===== src/rtl/aibcr3_ddrtx_seq.sv =====
// DDR transmit sequencer: training preamble, word serialisation into even/odd
// pairs for the DDR output mux, and programmable idle level.
//   s_data/s_valid/s_ready : parallel word handshake
//   ddr_in0/ddr_in1        : registered even/odd bits to the DDR mux
//   busy/train_done/underflow : status
module aibcr3_ddrtx_seq #(
  parameter int unsigned WIDTH     = 8,
  parameter int unsigned TRAIN_CYC = 16,
  parameter int unsigned CNT_W     = 8
) (
  input  logic             clk,
  input  logic             rst,
  input  logic             tx_en,
  input  logic             idle_val,
  input  logic [WIDTH-1:0] s_data,
  input  logic             s_valid,
  output logic             s_ready,
  output logic             ddr_in0,
  output logic             ddr_in1,
  output logic             busy,
  output logic             train_done,
  output logic             underflow
);

  localparam int unsigned BEATS = WIDTH / 2;
  localparam int unsigned BW    = (BEATS > 1) ? $clog2(BEATS) : 1;
  localparam logic [BW-1:0]    LAST_BEAT  = BW'(BEATS - 1);
  localparam logic [CNT_W-1:0] TRAIN_LAST = CNT_W'(TRAIN_CYC - 1);

  typedef enum logic [1:0] {IDLE, TRAIN, DATA, DRAIN} state_t;

  state_t             state_q, state_d;
  logic [CNT_W-1:0]   tcnt_q, tcnt_d;
  logic [BW-1:0]      beat_q, beat_d;
  logic               busy_word_q, busy_word_d;
  logic [WIDTH-1:0]   shreg_q, shreg_d;
  logic               ddr_in0_q, ddr_in0_d;
  logic               ddr_in1_q, ddr_in1_d;
  logic               train_done_q, train_done_d;
  logic               underflow_q, underflow_d;

  logic last_beat;
  logic hs;

  assign last_beat = (beat_q == LAST_BEAT);
  assign s_ready   = (state_q == DATA) && (!busy_word_q || last_beat);
  assign hs        = s_valid && s_ready;
  assign busy      = (state_q != IDLE);

  assign ddr_in0    = ddr_in0_q;
  assign ddr_in1    = ddr_in1_q;
  assign train_done = train_done_q;
  assign underflow  = underflow_q;

  always_comb begin
    state_d      = state_q;
    tcnt_d       = tcnt_q;
    beat_d       = beat_q;
    busy_word_d  = busy_word_q;
    shreg_d      = shreg_q;
    ddr_in0_d    = ddr_in0_q;
    ddr_in1_d    = ddr_in1_q;
    train_done_d = 1'b0;
    underflow_d  = 1'b0;

    case (state_q)
      IDLE: begin
        ddr_in0_d   = idle_val;
        ddr_in1_d   = idle_val;
        busy_word_d = 1'b0;
        beat_d      = '0;
        if (tx_en) begin
          state_d = TRAIN;
          tcnt_d  = '0;
        end
      end

      TRAIN: begin
        if (!tx_en) begin
          state_d   = IDLE;
          ddr_in0_d = idle_val;
          ddr_in1_d = idle_val;
        end else begin
          ddr_in0_d = 1'b1;
          ddr_in1_d = 1'b0;
          if (tcnt_q == TRAIN_LAST) begin
            state_d      = DATA;
            train_done_d = 1'b1;
            beat_d       = '0;
            busy_word_d  = 1'b0;
          end else begin
            tcnt_d = tcnt_q + CNT_W'(1);
          end
        end
      end

      DATA: begin
        if (hs) begin
          // An accepted word is never dropped; losing tx_en on the same
          // edge just sends it through DRAIN.
          ddr_in0_d   = s_data[0];
          ddr_in1_d   = s_data[1];
          shreg_d     = {2'b00, s_data[WIDTH-1:2]};
          beat_d      = '0;
          busy_word_d = 1'b1;
          state_d     = tx_en ? DATA : DRAIN;
        end else if (busy_word_q && !last_beat) begin
          ddr_in0_d = shreg_q[0];
          ddr_in1_d = shreg_q[1];
          shreg_d   = {2'b00, shreg_q[WIDTH-1:2]};
          beat_d    = beat_q + BW'(1);
          if (!tx_en) state_d = DRAIN;
        end else begin
          busy_word_d = 1'b0;
          ddr_in0_d   = idle_val;
          ddr_in1_d   = idle_val;
          underflow_d = tx_en;
          if (!tx_en) state_d = IDLE;
        end
      end

      DRAIN: begin
        if (last_beat) begin
          state_d     = IDLE;
          busy_word_d = 1'b0;
          ddr_in0_d   = idle_val;
          ddr_in1_d   = idle_val;
        end else begin
          ddr_in0_d = shreg_q[0];
          ddr_in1_d = shreg_q[1];
          shreg_d   = {2'b00, shreg_q[WIDTH-1:2]};
          beat_d    = beat_q + BW'(1);
        end
      end

      default: state_d = IDLE;
    endcase
  end

  always_ff @(posedge clk) begin
    if (rst) begin
      state_q      <= IDLE;
      tcnt_q       <= '0;
      beat_q       <= '0;
      busy_word_q  <= 1'b0;
      shreg_q      <= '0;
      ddr_in0_q    <= 1'b0;
      ddr_in1_q    <= 1'b0;
      train_done_q <= 1'b0;
      underflow_q  <= 1'b0;
    end else begin
      state_q      <= state_d;
      tcnt_q       <= tcnt_d;
      beat_q       <= beat_d;
      busy_word_q  <= busy_word_d;
      shreg_q      <= shreg_d;
      ddr_in0_q    <= ddr_in0_d;
      ddr_in1_q    <= ddr_in1_d;
      train_done_q <= train_done_d;
      underflow_q  <= underflow_d;
    end
  end

endmodule


===== config.mk =====
export PLATFORM = sky130hd
export DESIGN_NAME = aibcr3_ddrtx_seq
export DESIGN_NICKNAME = d
export VERILOG_FILES = /design/src/rtl/aibcr3_ddrtx_seq.sv
export SDC_FILE = /design/constraint.sdc
export NUM_CORES = 1
export LEC_CHECK = 0
export BUFFER_PORTS_ARGS = -buffer_cell sky130_fd_sc_hd__buf_2
export CAP_MARGIN = 40
export CORE_MARGIN = 10
export CORE_UTILIZATION = 35
export DETAILED_ROUTE_END_ITERATION = 8
export GPL_ROUTABILITY_DRIVEN = 0
export PLACE_DENSITY = 0.49
export SLEW_MARGIN = 25
export SYNTH_ARGS = -nofsm -noshare
export SYNTH_HDL_FRONTEND = slang
export SYNTH_SLANG_ARGS = --single-unit
export TNS_END_PERCENT = 10

===== constraint.sdc =====
create_clock -name clk -period 4.6 [get_ports clk]
set_clock_uncertainty 0.15 [all_clocks]
set_input_delay 0.69 -clock clk [delete_from_list [all_inputs] [get_ports clk]]
set_output_delay 0.69 -clock clk [all_outputs]
set_load 0.01 [all_outputs]

==> results of run 1 <==
## cells in the final DEF, fill, tap and decap left out, types with 2 or more instances in the layout
| cell type | synthesis | layout |
|---|---|---|
| nand3_1 | 3 | 3 |
| and3_1 | 3 | 3 |
| mux2i_1 | 4 | 4 |
| a31oi_1 | 3 | 3 |
| nand2_1 | 16 | 16 |
| a22oi_1 | 2 | 2 |
| and2_1 | 2 | 2 |
| o21ai_1 | 3 | 3 |
| nand2b_1 | 6 | 6 |
| nor2_1 | 14 | 14 |
| o21ai_0 | 6 | 6 |
| nor3_1 | 3 | 3 |
| nand3b_1 | 2 | 2 |
| a311oi_1 | 5 | 5 |
| a211oi_1 | 4 | 4 |
| o22ai_1 | 2 | 2 |
| xor2_1 | 3 | 3 |
| dfxtp_1 | 23 | 23 |
| and4_1 | 2 | 2 |
| ha_1 | 2 | 2 |
| inv_1 | 2 | 2 |
| clkbuf_8 | 0 | 3 |
| a21oi_1 | 7 | 7 |
| buf_2 | 5 | 18 |
| nor2b_1 | 8 | 8 |
## state kept, by name (all words and copies together), names as in the netlist
signal / flops
train_done: 1
underflow: 1
tcnt_q: 8
state_q: 2
ddr_in0: 1
beat_q: 2
shreg_q: 6
busy_word_q: 1
ddr_in1: 1
## cell type report
cell class,count,area [um2]
Fill cell,380,2150
Multi-Input combinational cell,121,787
Sequential cell,23,460
Timing Repair Buffer,18,90.1
Tap cell,48,60.1
Clock buffer,3,41.3
Inverter,2,7.51
Clock inverter,1,5.00
## metrics by stage
step / utilization [%] / power [mW] / hold WS, ns
finish: 40.2 / 0.397 / 0.328
detailed placement: 39.0 / 0.275 / 0.324
global route: 40.2 / 0.420 / 0.356
floorplan: - / 0.257 / 0.305
global placement: 39.0 / 0.274 / 0.319
CTS: 40.2 / 0.403 / 0.332
## cell families (layout without fill, tap and decap cells)
family,after synthesis,after routing,share of synthesized area (%)
muxes,6,6,4.84
and+or+nand+nor,68,68,29.7
AOI/OAI and AO/OA,42,42,22.5
adders and majority gates,2,2,1.94
DFF,23,23,35.7
buffers and inverters,10,24,3.39
xor gates and xnor gates,3,3,2.04
## worst min path at each step
stage	startpoint	to	slack (ns)	depth (start not counted)
after floorplan	beat_q[1]	beat_q[1]	0.31	2
after global placement	beat_q[1]	beat_q[1]	0.32	2
after detailed placement	shreg_q[4]	shreg_q[2]	0.32	2
after CTS	shreg_q[3]	shreg_q[1]	0.33	2
after global routing	shreg_q[3]	shreg_q[1]	0.36	2
final	shreg_q[3]	shreg_q[1]	0.33	2
## worst max-delay path: cells and delay by family, from the launching register on
family / cells / cell delay, ns
flip-flops: 1 / 0.77
buffers and inverters: 1 / 0.14
AND/OR/NAND/NOR: 2 / 0.31
## power by group through the flow
stage / logic [mW] / clock network, mW / registers, mW
finish: 0.0554 / 0.127 / 0.215
global route: 0.0626 / 0.141 / 0.216
CTS: 0.0561 / 0.132 / 0.215
detailed placement: 0.0558 / 0 / 0.219
global placement: 0.0556 / 0 / 0.219
floorplan: 0.0448 / 0 / 0.213
## layer usage
metal	vias to the layer above	GRT usage [%]	part of all wire, %
met4	0	3.11	1.2
met5	-	0	0
met3	4	3.75	5.8
met1	552	11.2	48
li1	591	-	-
met2	17	14.1	45
==> impl_results.md, run 1 <==
* HPWL after DPL at 2160 um
* Share of synthesized registers carrying an async set or reset at 0%
* CTS tree: yes
* P_leak at 0.547 nW
* Worst setup EP type: output pin
* RSZ-0062 raised after global routing: no
* CTS Buf Count at 3
* Post-synth top cells: dfxtp_1 (23), nand2_1 (16), nor2_1 (14), nor2b_1 (8), a21oi_1 (7)
* Worst flop-to-flop path endpoint: state_q[1]
* # diodes at 0
* Slowest stage delay, CP at ~0.77 ns
* Critical R2R Launch: state_q[0]
* CTS sink count at 23
* Slew of the pin with the lowest slew margin at about 0.7 ns
* Core area at roughly 3600 um2
* Synth warn at 0
* Routed len/inst at roughly 14 um
* Synth area leaders: dfxtp_1 (36%), nand2_1 (4.7%), nor2_1 (4.1%)
* EDFF count, synth at 0
* R2R depth at 4
* Final critical-path required period at between 2 and 2.5 ns
* Crit path launch: state_q[0]
* Post-route worst setup slack at around 2.3 ns
* Largest net degree at the start of global routing at 26
* Final instance area at around 1500 um2
* Final period util at 50.7%
* Antenna violations before repair at 0
* WS Path Type: register to output pin
* Root buffer cell: clkbuf_8
* Clk network pwr share at about a third
* Share of the synthesized area in the top cell type at 35.7%
* Relative slew slack at a little over half
* Crit path cell chain: nand2b_1, nor2_1, buf_2
* Sum Neg Setup Slack at 0 ns
* Clock-pin slew on the worst setup and hold paths at about 0.090 ns
* Startpoint Class: register
* Synthesized cell area at 1290 um2
* Synthesized net count at between 150 and 200
* Main synth FF type: dfxtp_1
* Sequential share of the synthesized area at between 30% and 40%
* Residual DRC at 0
* First-pass GRT wire length at roughly 5000 um
* Final count of hold timing violations at 0
* Vias at approximately 1200
* Switching power of the nets at 0.106 mW
* Nets at about 180
* Cell taking the most area after synthesis: dfxtp_1
* Final Slew Violations at 0
* FP Rows at 22
* Run status: completed
* Congestion Overflow GR at 0
* Peak VDD IR at approximately 0.00017 V
* CP required at ~3.8 ns
* DP Cell Count at roughly 210
* First drt pass iteration count at 4
* Crit path DAT at 1.49 ns
* Comb pwr share at 14.0%
* Worst Path Max Fanout at 21
* Post-Place Cell Area at roughly 1400 um2
* Layout cells sized above 1 at 18.5%
* Worst setup endpoint: s_ready
* CTS max path bufs at 2
* Critical path's slowest cell: dfxtp_1
* Pwr dens at 273 nW/um2
* Mapped Avg Cell Area at 8.38 um2
* Vias in the first global route at roughly 1100
* Final setup fails at 0
* Global Route Usage Sum at 9.13%
* Post-DR vias/cell at about 5.4
* Fin cells at between 200 and 250
* Internal power at around 0.29 mW
* Max Freq at ~430 MHz
* Area Growth Syn to Fin at 12.4%
* Port-buffer cells at 18
* # IOs at 19
* Synth cell types at 47
* Seq pwr share at between 50% and 60%
* Chip Width at 80.7 um
* Die Height at ~81 um
* Initial Util at 35.8%
* Cts hold-fix bufs at 0
* Worst min path class: register to register
* Routed WL at around 3000 um
* Place WS at approximately 2.5 ns
* Die Area at roughly 6500 um2
* Setup bufs post-CTS at 0
* Seq cells post-synth at 23
* Max-Cap Viols at 0
* R2R Setup Slk at about 2.6 ns
* Sw Share at 26.6%
* Post-route ant nets at 0
* Post_cts resized at 0
* Clk_lat worst skew at between 0.2 and 0.3 ns
* Most frequent cell after synthesis: dfxtp_1
* H-tree levels at 1
* DR iter-0 viols at approximately 140
* Post-Syn Instances at 154
Power figures use the tool's default switching activity.
==> run 2, diff against run 1 <==
clock period = 2.15 ns   (was 4.6 ns; I/O delays follow)
==> run 2 against run 1 <==
Register-to-register slack got worse by 2.3 ns. Final area rose by 1.0%. Sequential power grew 110%. Clock-buffer cell count is 1 higher. Global-route usage is 0.51 points higher. Non-clock buffer count up 2. Flip-flop and latch count is the same. Routed wire length up 3.2%. Sequential share of layout area shrank 0.32 points. Critical endpoint is now state_q[1].
==> impl_results.md, run 2 (synthesis gave the netlist of run 1 again) <==
* CP Buf/Inv Count at 0 (-1)
* Startpoint Class: register
* Run status: completed
* Worst min path class: primary input to register
* # diodes at 0 (unchanged)
* Regs by FF count: tcnt_q (8), shreg_q (6)
* Vias at 1166 (+0.17%)
* CP delay by family, top: flip-flops
* Worst setup EP type: register
* Max-Cap Viols at 0 (unchanged)
* Routed len/inst at 13.9 um (+2.2%)
* Port-buffer cells at 18 (unchanged)
* RSZ-0062 raised after global routing: no
* Area Growth Syn to Fin at 13.6%
* Largest register FFs at 8 (unchanged)
* Place WS at 0.177 ns (-2.37 ns)
* Die Area at 6520 um2 (unchanged)
* Post-route ant nets at 0 (unchanged)
* Final Slew Violations at 0 (unchanged)
* FP Rows at 22 (unchanged)
* Setup bufs post-CTS at 0 (unchanged)
* Clk_lat worst skew at 0.27 ns (about the same)
* Hold WS at 0.148 ns (-0.180 ns)
* Pwr dens at 585 nW/um2 (+110%)
* Fin cells at 218 (+0.93%)
* Peak VDD IR at 0.000327 V (+91%)
* Post_cts resized at 0 (unchanged)
* Initial Util at 35.8% (unchanged)
* Congestion Overflow GR at 0 (unchanged)
* Clock-pin slew on the worst setup and hold paths at 0.08 ns (about the same)
* Residual DRC at 0 (unchanged)
* Final period util at between 80% and 90%
* CTS max path bufs at 2 (unchanged)
* Antenna violations before repair at 0 (unchanged)
* Critical path's slowest cell: dfxtp_1
* CTS tree: yes
* FILL cells at 399 (+5.0%)
* First-pass GRT wire length at 5110 um (+4.5%)
* Crit path DAT at 1.94 ns (+0.45 ns)
* CP required at 2.16 ns (-1.60 ns)
* Largest net degree at the start of global routing at 26 (unchanged)
* Layout cells sized above 1 at 19.4% (+0.96 points)
* WS Path Type: register to register
* Final instance area at 1470 um2 (+1.0%)
* Largest Register: tcnt_q
* Final count of hold timing violations at 0 (unchanged)
* CTS Buf Count at 3 (unchanged)
* Register area at 460 um2 (unchanged)
* Nets at 186 (+1.1%)
* Global Route Usage Sum at 9.64% (+0.51 points)
* Design Power at 0.858 mW (+120%)
* Post-DR vias/cell at 5.35 (-0.75%)
* Core Util, Final at 40.7% (+0.42 points)
* Final critical-path required period at slightly below 2 ns
* Most frequent cells in the layout: dfxtp_1 (23), buf_2 (18), nand2_1 (16)
* Most common cell after layout, fill and taps aside: dfxtp_1
* Post-Place Cell Area at 1420 um2 (+1.1%)
* Sum Neg Setup Slack at 0 ns (unchanged)
* Die Height at 80.7 um (unchanged)
* HPWL after DPL at 2260 um (+4.8%)
* DR iter-0 viols at 86 (-37%)
* Chip Width at 80.7 um (unchanged)
* First drt pass iteration count at 4 (unchanged)
* # IOs at 19 (unchanged)
* H-tree levels at 1 (unchanged)
* Worst Path Max Fanout at 6 (-71%)
* Routed WL at 3040 um (+3.2%)
* Slowest stage delay, CP at 0.42 ns (-0.35 ns)
* Crit path cell chain: ha_1, and3_2, nand2_2, a311oi_1, mux2_1
* Area occupied by multi-input gates at 788 um2 (+0.16%)
* Root buffer cell: clkbuf_8
* P_leak at 0.555 nW (+1.3%)
* Max Freq at between 500 and 600 MHz
* Post-route worst setup slack at 0.220 ns (-2.05 ns)
* Slew of the pin with the lowest slew margin at 0.550 ns (-0.132 ns)
* DP Cell Count at 214 (+0.94%)
* Final setup fails at 0 (unchanged)
* Vias in the first global route at 1127 (+2.7%)
* Relative slew slack at 63.2% (+8.6 points)
* Core area at 3610 um2 (unchanged)
* Cts hold-fix bufs at 0 (unchanged)
* CTS sink count at 23 (unchanged)
-- run 2: cell count changes in the layout (fill, tap and decap cells not counted), sizes merged --
cell | before | now
buf | 18 | 20
clkbuf | 3 | 4
clkinv | 1 | 0
-- run 2: tightest hold or removal path, stage by stage --
cell     delay, ns
buf_2         0.08
a22oi_1       0.06
nor2_1        0.07
-- run 2: power by group --
group          switching [mW]  internal (mW)  leakage [nW]
Combinational          0.0703         0.0593         0.345
Sequential             0.0159          0.438         0.186
Clock                   0.142          0.133        0.0228
Total                   0.229          0.630         0.555
-- run 2: path summary, 6_finish.rpt --
kind	startpoint	end	slack (ns)	depth (start not counted)
worst max-delay path	tcnt_q[0]	state_q[1]	0.22	5
worst max register to register	tcnt_q[0]	state_q[1]	0.22	5
worst min register to register	shreg_q[3]	shreg_q[1]	0.34	2
worst min-delay path	s_data[6]	shreg_q[4]	0.15	3
-- run 2: cell type report --
class / instances / share of cell area (%)
Clock buffer: 4 / 3.07
Multi-Input combinational cell: 121 / 53.8
Inverter: 2 / 0.512
Tap cell: 48 / 4.10
Sequential cell: 23 / 31.4
Timing Repair Buffer: 20 / 7.17
-- run 2: metal layers --
layer / GRT usage, % / vias up / routed length, um
met3: 2.98 / 3 / 121
met4: 3.29 / 0 / 31
met5: 0 / - / 0
met2: 15.0 / 13 / 1360
li1: - / 599 / -
met1: 12.4 / 551 / 1520
==> run 3, diff against run 2 <==
GPL_TIMING_DRIVEN = 0   (was default)
==> run 3 against run 2 <==
Routed wire length grew 9.6%. Worst setup slack worse by 0.072 ns. First-iteration DRC count up 38%. Largest cell class unchanged.
==> impl_results.md, run 3 (synthesis gave the netlist of run 1 again) <==
* CP most frequent cell: buf_2
* Regs by FF count: tcnt_q (8), shreg_q (6)
* WS Path Type: register to output pin
* Peak VDD IR at 0.000193 V (-41%)
* Final count of hold timing violations at 0 (unchanged)
* Routed WL at 3330 um (+9.6%)
* CTS max path bufs at 2 (unchanged)
* RSZ-0062 raised after global routing: no
* HPWL after DPL at 2460 um (+9.0%)
* CP required at 1.68 ns (-0.48 ns)
* CTS tree: yes
* Area Growth Syn to Fin at 15.6%
* Largest register FFs at 8 (unchanged)
* Crit path DAT at 1.53 ns (-0.41 ns)
* Post-DR vias/cell at 5.48 (+2.4%)
* Residual DRC at 0 (unchanged)
* P_leak at 0.575 nW (+3.6%)
* Vias in the first global route at 1203 (+6.7%)
* Worst Path Max Fanout at 10 (+4)
* Largest Register: tcnt_q
* Congestion Overflow GR at 0 (unchanged)
* Layout cells sized above 1 at 20.5% (+1.0 points)
* Routed len/inst at 14.8 um (+6.7%)
* Core Util, Final at 41.4% (+0.73 points)
* Clock-pin slew on the worst setup and hold paths at 0.09 ns (about the same)
* First drt pass iteration count at 4 (unchanged)
* Initial Util at 35.8% (unchanged)
* Startpoint Class: register
* Post-route ant nets at 0 (unchanged)
* Cts hold-fix bufs at 0 (unchanged)
* Vias at 1227 (+5.2%)
* Die Area at 6520 um2 (unchanged)
* Final critical-path required period at 2.00 ns (+0.0716 ns)
* DR iter-0 viols at 119 (+38%)
* CP Buf/Inv Count at 3 (+3)
* # IOs at 19 (unchanged)
* Sum Neg Setup Slack at 0 ns (unchanged)
* Antenna violations before repair at 0 (unchanged)
* Worst min path class: primary input to register
* CTS Buf Count at 3 (unchanged)
* First-pass GRT wire length at 5700 um (+11%)
* Chip Width at 80.7 um (unchanged)
* Run status: completed
* Die Height at 80.7 um (unchanged)
* Root buffer cell: clkbuf_8
* Critical path's slowest cell: buf_1
* Final period util at 93.1% (+3.3 points)
* Final Slew Violations at 0 (unchanged)
* FILL cells at 392 (-1.8%)
* Global Route Usage Sum at 10.7% (+1.1 points)
* Port-buffer cells at 18 (unchanged)
* Clk_lat worst skew at 0.26 ns (about the same)
* CP delay by family, top: buffers and inverters
* Pwr dens at 579 nW/um2 (-1.0%)
* Relative slew slack at 65.4% (+2.2 points)
* Crit path cell chain: buf_2, buf_1, or2_2, buf_2
* FP Rows at 22 (unchanged)
* H-tree levels at 1 (unchanged)
* Largest net degree at the start of global routing at 13 (-50%)
* Slew of the pin with the lowest slew margin at 0.516 ns (-0.0334 ns)
* Max Freq at 500 MHz (-3.6%)
* # diodes at 0 (unchanged)
* Final setup fails at 0 (unchanged)
* Nets at 192 (+3.2%)
* Slowest stage delay, CP at 0.41 ns (about the same)
* Core area at 3610 um2 (unchanged)
* Most frequent cells in the layout: buf_2 (23), dfxtp_1 (23), nand2_1 (16)
* CTS sink count at 23 (unchanged)
* Worst setup EP type: output pin
* Max-Cap Viols at 0 (unchanged)
-- run 3: final cells by class --
class                      instances  area (um2)  area share [%]
buffer                             8        36.3            2.43
clock buffer                       4        45.0            3.02
inverter                           2        7.51           0.503
multi-input combinational        121         793            53.1
sequential                        23         460            30.8
tap                               48        60.1            4.02
timing repair buffer              18        90.1            6.04
-- run 3: worst reg2reg max path: stages, from the launching register on --
cell,delay [ns]
dfxtp_1,0.42
ha_1,0.22
and3_1,0.15
buf_2,0.16
nand2_2,0.13
a311oi_2,0.28
mux2_1,0.34
-- run 3: power breakdown --
| part | internal, mW | switching (mW) |
|---|---|---|
| Combinational | 0.0618 | 0.0844 |
| Clock | 0.132 | 0.141 |
| Sequential | 0.438 | 0.00714 |
| Total | 0.632 | 0.233 |
-- run 3: per-layer routing --
metal	wire (um)	share of wire, %	vias up	global-route usage, %
li1	-	-	612	-
met1	1680	50	586	14.5
met2	1460	44	25	16.4
met3	154	4.6	4	2.32
met4	31	0.93	0	3.63
met5	0	0	-	0
-- run 3: path summary, 6_finish.rpt --
path / slack, ns / depth (start not counted) / to / from
max reg2reg: 0.19 / 6 / state_q[1] / tcnt_q[0]
max: 0.15 / 4 / busy / state_q[0]
min reg2reg: 0.33 / 2 / shreg_q[2] / shreg_q[4]
min: 0.16 / 3 / shreg_q[1] / s_data[3]
-- run 3: per-stage QoR --
step / std cells / hold WS, ns / power, mW / setup slack (ns) / area (um2)
after floorplan: 154 / 0.305 / 0.551 / 0.337 / 1290
after global placement: 220 / 0.317 / 0.597 / 0.185 / 1440
after detailed placement: 220 / 0.325 / 0.599 / 0.160 / 1440
final: 224 / 0.157 / 0.864 / 0.148 / 1490
after global routing: 224 / 0.166 / 0.905 / 0.0209 / 1490
after CTS: 224 / 0.154 / 0.875 / 0.140 / 1490
-- run 3: timing repair --
item	4_1_cts	5_1_grt
setup endpoints to repair	0	1
gates resized for setup	0	1
setup buffers	0	0
